<file path="src/rtl/aer_spike_out_encoder.sv">
// Serialises per-lane spike vectors and time-step markers into a buffered 4-phase AER stream.
// Optional saturating spike-word counter is built when AER_SPIKE_CNT_EN is defined.
module aer_spike_out_encoder #(
    parameter int POST_NEUR_PARALLEL   = 4,
    parameter int POST_NEUR_ADDR_WIDTH = 10,
    parameter int AER_WIDTH            = 12,
    parameter int FIFO_DEPTH           = 16,
    parameter int TIME_STEP            = 8
) (
    input  logic                            clk_i,
    input  logic                            rst_i,
    input  logic                            evt_valid_i,
    input  logic [POST_NEUR_PARALLEL-1:0]   evt_spikes_i,
    input  logic [POST_NEUR_ADDR_WIDTH-1:0] evt_base_addr_i,
    input  logic                            ctrl_tstep_event_i,
    input  logic                            ctrl_tref_event_i,
    output logic                            evt_stall_o,
    output logic [AER_WIDTH-1:0]            aer_addr_o,
    output logic                            aer_req_o,
    input  logic                            aer_ack_i,
    output logic                            fifo_empty_o,
    output logic                            err_drop_o,
    output logic [15:0]                     spike_evt_cnt_o
);

    localparam int LANE_W = (POST_NEUR_PARALLEL > 1) ? $clog2(POST_NEUR_PARALLEL) : 1;
    localparam int PTR_W  = $clog2(FIFO_DEPTH);
    localparam int STEP_W = (TIME_STEP > 1) ? $clog2(TIME_STEP) : 1;

    localparam logic [1:0] TYPE_SPIKE = 2'b00;
    localparam logic [1:0] TYPE_MARK  = 2'b01;

    localparam logic [1:0] ST_IDLE = 2'b00;
    localparam logic [1:0] ST_REQ  = 2'b01;
    localparam logic [1:0] ST_REL  = 2'b10;

    localparam logic [PTR_W:0]    LEVEL_FULL = (PTR_W + 1)'(FIFO_DEPTH);
    localparam logic [STEP_W-1:0] STEP_LAST  = STEP_W'(TIME_STEP - 1);

    function automatic logic [LANE_W-1:0] lowest_lane(input logic [POST_NEUR_PARALLEL-1:0] m);
        lowest_lane = '0;
        for (int i = POST_NEUR_PARALLEL - 1; i >= 0; i--) begin
            if (m[i]) lowest_lane = LANE_W'(i);
        end
    endfunction

    function automatic logic [AER_WIDTH-1:0] make_word(input logic [1:0] typ,
                                                       input logic [POST_NEUR_ADDR_WIDTH-1:0] payload);
        make_word = '0;
        make_word[AER_WIDTH-1 -: 2]         = typ;
        make_word[POST_NEUR_ADDR_WIDTH-1:0] = payload;
    endfunction

    logic [POST_NEUR_PARALLEL-1:0]   mask_q, mask_d;
    logic [POST_NEUR_ADDR_WIDTH-1:0] base_q;
    logic                            tpend_q, tpend_d;
    logic [STEP_W-1:0]               step_q, step_d;
    logic                            err_q;
    logic [AER_WIDTH-1:0]            mem_q [FIFO_DEPTH];
    logic [PTR_W-1:0]                wr_ptr_q, rd_ptr_q;
    logic [PTR_W:0]                  level_q, level_d;
    logic [1:0]                      state_q, state_d;
    logic [AER_WIDTH-1:0]            aer_addr_q, aer_addr_d;

    logic                 capture, drop, fifo_full, push, push_mark, pop;
    logic [AER_WIDTH-1:0] push_word;

    assign evt_stall_o  = |mask_q;
    assign fifo_full    = (level_q == LEVEL_FULL);
    assign fifo_empty_o = (level_q == '0);
    assign capture      = evt_valid_i && !evt_stall_o && (evt_spikes_i != '0);
    assign drop         = evt_valid_i && evt_stall_o;
    assign aer_req_o    = (state_q == ST_REQ);
    assign aer_addr_o   = aer_addr_q;
    assign err_drop_o   = err_q;

    // Spikes drain first; a marker only goes out once the captured vector is empty.
    always_comb begin
        push      = 1'b0;
        push_mark = 1'b0;
        push_word = '0;
        mask_d    = mask_q;
        if (|mask_q) begin
            if (!fifo_full) begin
                push      = 1'b1;
                push_word = make_word(TYPE_SPIKE,
                                      base_q | POST_NEUR_ADDR_WIDTH'(lowest_lane(mask_q)));
                mask_d    = mask_q & (mask_q - POST_NEUR_PARALLEL'(1));
            end
        end else begin
            if (tpend_q && !fifo_full) begin
                push      = 1'b1;
                push_mark = 1'b1;
                push_word = make_word(TYPE_MARK, POST_NEUR_ADDR_WIDTH'(step_q));
            end
            if (capture) mask_d = evt_spikes_i;
        end
    end

    always_comb begin
        tpend_d = push_mark ? 1'b0 : (tpend_q | ctrl_tstep_event_i);
        step_d  = step_q;
        if (push_mark) step_d = (step_q == STEP_LAST) ? '0 : step_q + STEP_W'(1);
        if (ctrl_tref_event_i) step_d = '0;
    end

    always_comb begin
        pop        = 1'b0;
        state_d    = state_q;
        aer_addr_d = aer_addr_q;
        case (state_q)
            ST_IDLE: begin
                if (!fifo_empty_o) begin
                    pop        = 1'b1;
                    aer_addr_d = mem_q[rd_ptr_q];
                    state_d    = ST_REQ;
                end
            end
            ST_REQ:  if (aer_ack_i)  state_d = ST_REL;
            ST_REL:  if (!aer_ack_i) state_d = ST_IDLE;
            default: state_d = ST_IDLE;
        endcase
    end

    always_comb begin
        case ({push, pop})
            2'b10:   level_d = level_q + (PTR_W + 1)'(1);
            2'b01:   level_d = level_q - (PTR_W + 1)'(1);
            default: level_d = level_q;
        endcase
    end

    always_ff @(posedge clk_i or posedge rst_i) begin
        if (rst_i) begin
            mask_q     <= '0;
            tpend_q    <= 1'b0;
            step_q     <= '0;
            err_q      <= 1'b0;
            wr_ptr_q   <= '0;
            rd_ptr_q   <= '0;
            level_q    <= '0;
            state_q    <= ST_IDLE;
            aer_addr_q <= '0;
        end else begin
            mask_q     <= mask_d;
            tpend_q    <= tpend_d;
            step_q     <= step_d;
            err_q      <= err_q | drop;
            level_q    <= level_d;
            state_q    <= state_d;
            aer_addr_q <= aer_addr_d;
            if (push) wr_ptr_q <= wr_ptr_q + PTR_W'(1);
            if (pop)  rd_ptr_q <= rd_ptr_q + PTR_W'(1);
        end
    end

    // Storage only; validity is tracked by the pointers and mask above.
    always_ff @(posedge clk_i) begin
        if (capture) base_q <= evt_base_addr_i;
        if (push)    mem_q[wr_ptr_q] <= push_word;
    end

`ifdef AER_SPIKE_CNT_EN
    logic [15:0] scnt_q;

    always_ff @(posedge clk_i or posedge rst_i) begin
        if (rst_i) begin
            scnt_q <= '0;
        end else if (ctrl_tref_event_i) begin
            scnt_q <= '0;
        end else if (state_q == ST_REQ && aer_ack_i &&
                     aer_addr_q[AER_WIDTH-1 -: 2] == TYPE_SPIKE && scnt_q != 16'hFFFF) begin
            scnt_q <= scnt_q + 16'd1;
        end
    end

    assign spike_evt_cnt_o = scnt_q;
`else
    assign spike_evt_cnt_o = '0;
`endif

endmodule

</file>
<file path="config.mk">
export PLATFORM = sky130hd
export DESIGN_NAME = aer_spike_out_encoder
export DESIGN_NICKNAME = d
export VERILOG_FILES = /design/src/rtl/aer_spike_out_encoder.sv
export SDC_FILE = /design/constraint.sdc
export NUM_CORES = 1
export LEC_CHECK = 0
export ABC_CLOCK_PERIOD_IN_PS = 5800
export CELL_PAD_IN_SITES_DETAIL_PLACEMENT = 2
export CELL_PAD_IN_SITES_GLOBAL_PLACEMENT = 2
export CORE_ASPECT_RATIO = 1.75
export CORE_MARGIN = 4
export CORE_UTILIZATION = 49
export DETAILED_ROUTE_END_ITERATION = 10
export GPL_TIMING_DRIVEN = 0
export PLACE_DENSITY = 0.93
export SYNTH_ARGS = -nofsm -noshare
export SYNTH_HDL_FRONTEND = slang
export SYNTH_SLANG_ARGS = --single-unit
</file>
<file path="constraint.sdc">
create_clock -name clk_i -period 5.8 [get_ports clk_i]
set_clock_uncertainty 0.15 [all_clocks]
set_input_delay 1.16 -clock clk_i [delete_from_list [all_inputs] [get_ports clk_i]]
set_output_delay 1.16 -clock clk_i [all_outputs]
set_load 0.02 [all_outputs]
</file>
-- After elaboration in Yosys (flattened, before gate mapping)
Memory sizes are Yosys's and may differ from the RTL's. A register that Yosys moved wholly into a read port is not among the register bits.
Cells that the tools add are included.
- bits in registers: 34
- logic and storage cells: 76
- RAM bits: 192
- memories: 1
- output and inout port bits: 32
- reduce and logical (&&, ||, !) cells: 16
- bitwise operators: 5
- $add $sub $neg: 6
- equal/unequal tests: 10
- multiplexer cells: 29
- memory list (memory ; words ; bits a word ; rd ports ; clocked after memory_dff ; wr ports ; RTL line ; RTL):
    mem_q ; 16 ; 12 ; 1 ; 1 ; 1 ; 59 ; logic [AER_WIDTH-1:0] mem_q [FIFO_DEPTH];
- operator list (operator ; number):
    $mux W2 ; 9
    $mux W12 ; 1
    $mux W4 ; 3
    $mux W11 ; 1
    $mux W10 ; 1
    $or A10 B2 Y10 ; 1
    $pmux W5 S2 ; 1
    $mux W1 ; 9
    $mux W3 ; 3
    $add A4 B1 Y4 const B ; 2
    $ne A2 B2 Y1 const B ; 3
    $pmux W2 S3 ; 1
    $reduce_bool A2 Y1 ; 3
    $add A5 B1 Y5 const B ; 1
    $eq A5 B5 Y1 const B ; 1
    $logic_not A5 Y1 ; 1
    $sub A5 B1 Y5 const B ; 1
    $and A4 B4 Y4 ; 1
    $eq A2 B1 Y1 const B ; 2
    $eq A2 B2 Y1 const B ; 2
    $logic_and A1 B1 Y1 ; 4
    $reduce_and A2 Y1 ; 2
    $reduce_bool A4 Y1 ; 1
    $reduce_or A4 Y1 ; 1
    other kinds (9) ; 11

-- Longest topological paths before layout
- depth in word-level cells: 9
- gate-level depth with buffers: 12
- depth with buffers taken out: 10

-- Worst setup path before layout
No wires, ideal clock.
- kind: reg-to-reg
- start: reg level_q[1]
- end: reg level_q[4]
- setup time: 0.123 ns
- data arrival time: 2.685 ns
- stages on the path, launching flop included: 13
- setup slack: 2.842 ns
- buffers on the path: 2
- cell sequence: dfrtp_1 buf_2 or4_4 o21ai_2 inv_1 ha_1 clkbuf_1 xor2_1 ha_1 o211a_1 o31ai_1 a31oi_1 xnor2_1
- RTL lines (element ; RTL line ; RTL):
    start, declared ; 61 ; logic [PTR_W:0] level_q, level_d;
    start signal, assigned ; 149 ; level_q <= level_d;
    $logic_not A5 Y1 * ; 70 ; assign fifo_empty_o = (level_q == '0);
    $mux W1 * ; 113 ; if (!fifo_empty_o) begin
    $mux W1 * ; 111 ; case (state_q)
    net pop ; 65 ; logic capture, drop, fifo_full, push, push_mark, pop;
    $eq A2 B1 Y1 or $eq A2 B2 Y1 (tied branches) ; 126 ; case ({push, pop})
    $pmux W5 S2 or $reduce_bool A2 Y1 (tied branches) ; n/a ;
The timed path passes the listed nets; every way through them passes the cells marked *.
A chain may end at the register's enable or synchronous reset.

-- Worst setup path after layout
Ends and elaborated chain as after synthesis.

==> summary.md <==
| Metric | Value |
|---|---|
| Most numerous cell types in the synthesized netlist | 186 x edfxtp_1, 44 x mux4_2, 35 x dfrtp_1 |
| Width of the die | 111 µm |
| Initial antenna violation count | 1 |
| Length in cells of the worst reg-to-reg path | 12 |
| First-pass detailed-route iteration total | 5 |
| Arrival time of the worst setup path | 4.05 ns |
| Count of unresolved DRC violations after routing | 0 |
| Min cycle time layout | about 3.8 ns |
| Final standard cell count with taps included and fillers excluded | 815 |
| Die outline area | about 0.021 mm² |
| Pin count of the biggest net entering global routing | 36 |
| Setup repair after global routing missed its margin | no |
| Setup crit end kind | flip-flop |
| Unique masters post-synth | 46 |
| Last weighted congestion value of the routability-driven placer | 0.766 |
| Clock network latency to the later pin of the worst-skew pair | 0.51 ns |
| Count of endpoints failing setup in the final report | 0 |
| Worst hold path startpoint | err_drop_o |
| Worst min-delay path category | reg -> reg |
| Fraction of final layout cells sized beyond drive strength 1 | a little under a quarter |
| Worst Setup Start Kind | flip-flop |
| Clock slew at the register clock pins of the worst setup and hold paths | 0.07 ns |
| Final worst-path cycle share | 65.7% |
| Max Fanout on Critical Path | 9 |
| Chain of cells forming the critical path | buf_2 -> or4_4 -> o21ai_2 -> inv_1 -> ha_1 -> clkbuf_1 -> xor2_1 -> ha_1 -> o211a_1 -> o31ai_1 -> a31oi_1 -> xnor2_1 |
| Power per cell area | 632 mW/mm² |
| Slew Viols, Final | 0 |
| Total number of nets in the final design | 597 |
| Core area | 0.0181 mm² |
| Post-CTS Hold Fix Bufs | 0 |
| Max IR drop VDD | 0.000360 V |
| Setup Buffers After CTS | 0 |
| Initial Util | about 50% |
| Crit-path leading delay family | compound AO/OA/AOI/OAI gates |
| Vias in the first global route | ~5.5k |
| Antenna diodes | 0 |
| Sink count of the clock tree | 221 |
| Internal reg-to-reg setup slack | 1.99 ns |
| Number of maximum-capacitance constraint violations | 0 |
| Detail Route Antenna Nets | 0 |
| Number of synthesized flops with an enable pin | 186 |
| Number of CTS-inserted buffers | 21 |
| Endpoint of the worst hold-timing path | err_drop_o |
| Leak pwr | 3.77 nW |
| Transition time at the pin with the least slew margin | roughly 1.2 ns |
| FF+latch count, synth | around 220 |
| Top post-synthesis cells by area | edfxtp_1 62%, mux4_2 11%, dfrtp_1 9.7% |
| Leading register cell type out of synthesis | edfxtp_1 |
| Mean area per synthesized cell | 18.4 µm² |
| WHS | 0.330 ns |
| Standard cell with the maximum stage delay on the critical path | or4_4 |
| Area Growth Syn to Fin | 15.6% |
| Hpwl dp | 17500 µm |
| Post-synthesis async set-or-reset flop share | 15.8% |
| Via density | ~6 |
| Total standard cell area after synthesis | 0.00907 mm² |
| Cell taking the most area after synthesis | edfxtp_1 |
| Highest clock frequency the design can meet | 262 MHz |
| Accumulated negative setup slack | 0 ns |
| Vias | 4952 |
| Post-detailed-route wirelength per cell | 33.6 µm |
| Number of violations reported at the end of detailed-routing iteration 0 | 389 |
| Worst-case headroom to the max-slew limit | 21.3% |
| Deepest clock path buffer count | 3 |
| Most common cell in the netlist | edfxtp_1 |
| Startpoint of the most critical register-to-register path | level_q[1] |
| WHS Path Cells | 1 |
| Overflow left after global routing | 0 |
| Capture point of the worst reg-to-reg path | level_q[4] |
| Worst path max stage delay | 0.56 ns |
| TritonCTS clock tree | built |
| Placement Rows | 65 |
| Overall fraction of global-route tracks in use | 26.9% |
| Share of Yosys cell area claimed by the top area cell type | between 60 and 70% |
| First-pass GRT wire length | 40200 µm |
| Finished Core Util | 57.8% |
| Number of gates resized after cts | 0 |
| Most frequent cell on the critical path | ha_1 |
| Post-Synthesis Cells | 493 |
| Worst Path Buf+Inv | 3 |
| Port Buffers | 34 |
| Total count of hold-check failures in the final report | 0 |
| Depth of the CTS H-tree | 1 |
| Wire length after detailed routing | 27400 µm |
| Count of placed standard cells including taps | between 700 and 800 |
| Yosys warns | 0 |
| Root cell of the clock tree | clkbuf_16 |
| Data required time at the worst endpoint | 6.04 ns |
| Category of the most critical setup path | reg -> reg |
| Ports placed on the boundary | between 50 and 60 |
| Vertical die dimension | 188 µm |
| Status | finished, final reports clean |
| Register area share after synthesis | a little under three quarters |
-- worst register-to-register path, delay by kind of cell, from the launching register on --
kind / cells / cell delay (ns)
AO/OA/AOI/OAI: 4 / 1.09
XOR/XNOR: 2 / 0.34
adder cells (fa/ha/maj): 2 / 0.53
buffers and inverters: 3 / 0.67
flip-flops: 1 / 0.38
AND/OR/NAND/NOR: 1 / 0.56
-- power by group --
| group | switching [mW] | internal (mW) | leakage (nW) |
|---|---|---|---|
| Clock | 0.624 | 0.847 | 0.355 |
| Combinational | 1.63 | 0.906 | 1.28 |
| Sequential | 0.215 | 2.41 | 2.14 |
-- routing by layer --
layer	share of wire (%)	vias to the layer above	global-route usage, %
met5	0.047	-	0
met4	4.2	2	11.0
met1	37	2685	32.2
met2	55	183	49.1
li1	-	2030	-
met3	3.8	52	2.97
-- worst max path at each step --
stage	cells after the start	end	from
2_1_floorplan	12	level_q[4]	level_q[1]
3_3_place_gp	12	level_q[4]	level_q[1]
3_5_place_dp	12	level_q[4]	level_q[1]
4_1_cts	12	level_q[4]	level_q[1]
5_1_grt	12	level_q[4]	level_q[1]
6_report	12	level_q[4]	level_q[1]
-- cells in the final DEF (no fill, tap or decap), types with 16 or more instances in the layout --
cell	instances
edfxtp_1	186
mux4_2	44
dfrtp_1	35
clkdlybuf4s50_1	34
mux2i_1	23
and2_1	23
buf_4	21
clkbuf_16	21
nand2_1	20
conb_1	17
o21ai_0	16
-- area by class of cell --
class | count | area, µm²
Clock inverter | 17 | 195
Fill cell | 1530 | 7650
Buffer | 38 | 244
Sequential cell | 221 | 6460
Clock buffer | 21 | 526
Multi-Input combinational cell | 237 | 2380
Inverter | 13 | 48.8
Timing Repair Buffer | 34 | 340
Tap cell | 234 | 293
-- cell families (layout without fill, tap and decap cells) --
group / after synthesis / after routing / share of synthesized area (%)
adder cells (fa/ha/maj): 11 / 11 / 1.52
AND/OR/NAND/NOR: 76 / 76 / 4.79
multiplexers: 78 / 78 / 14.8
flip-flops: 221 / 221 / 71.2
AO/OA/AOI/OAI: 44 / 44 / 3.32
XOR/XNOR: 11 / 11 / 1.06
other: 1 / 17 / 0.0413
buffers and inverters: 51 / 123 / 3.23
-- through the flow --
step | instance area, µm² | setup slack, ns | power, mW
floorplan | 9130 | 2.84 | 4.08
global placement | 9770 | 2.43 | 4.72
detailed placement | 9770 | 2.17 | 5.08
CTS | 10500 | 2.02 | 6.65
global route | 10500 | 1.88 | 6.88
finish | 10500 | 1.99 | 6.62
-- state kept, by name (all words and copies together), names as in the netlist --
| register | flops |
|---|---|
| mem_q | 176 |
| aer_addr_o | 11 |
| base_q | 10 |
| level_q | 5 |
| mask_q | 4 |
| rd_ptr_q | 4 |
| wr_ptr_q | 4 |
| step_q | 3 |
| state_q | 2 |
| err_drop_o | 1 |
| tpend_q | 1 |
No activity file was read; power rests on OpenSTA's default activity.
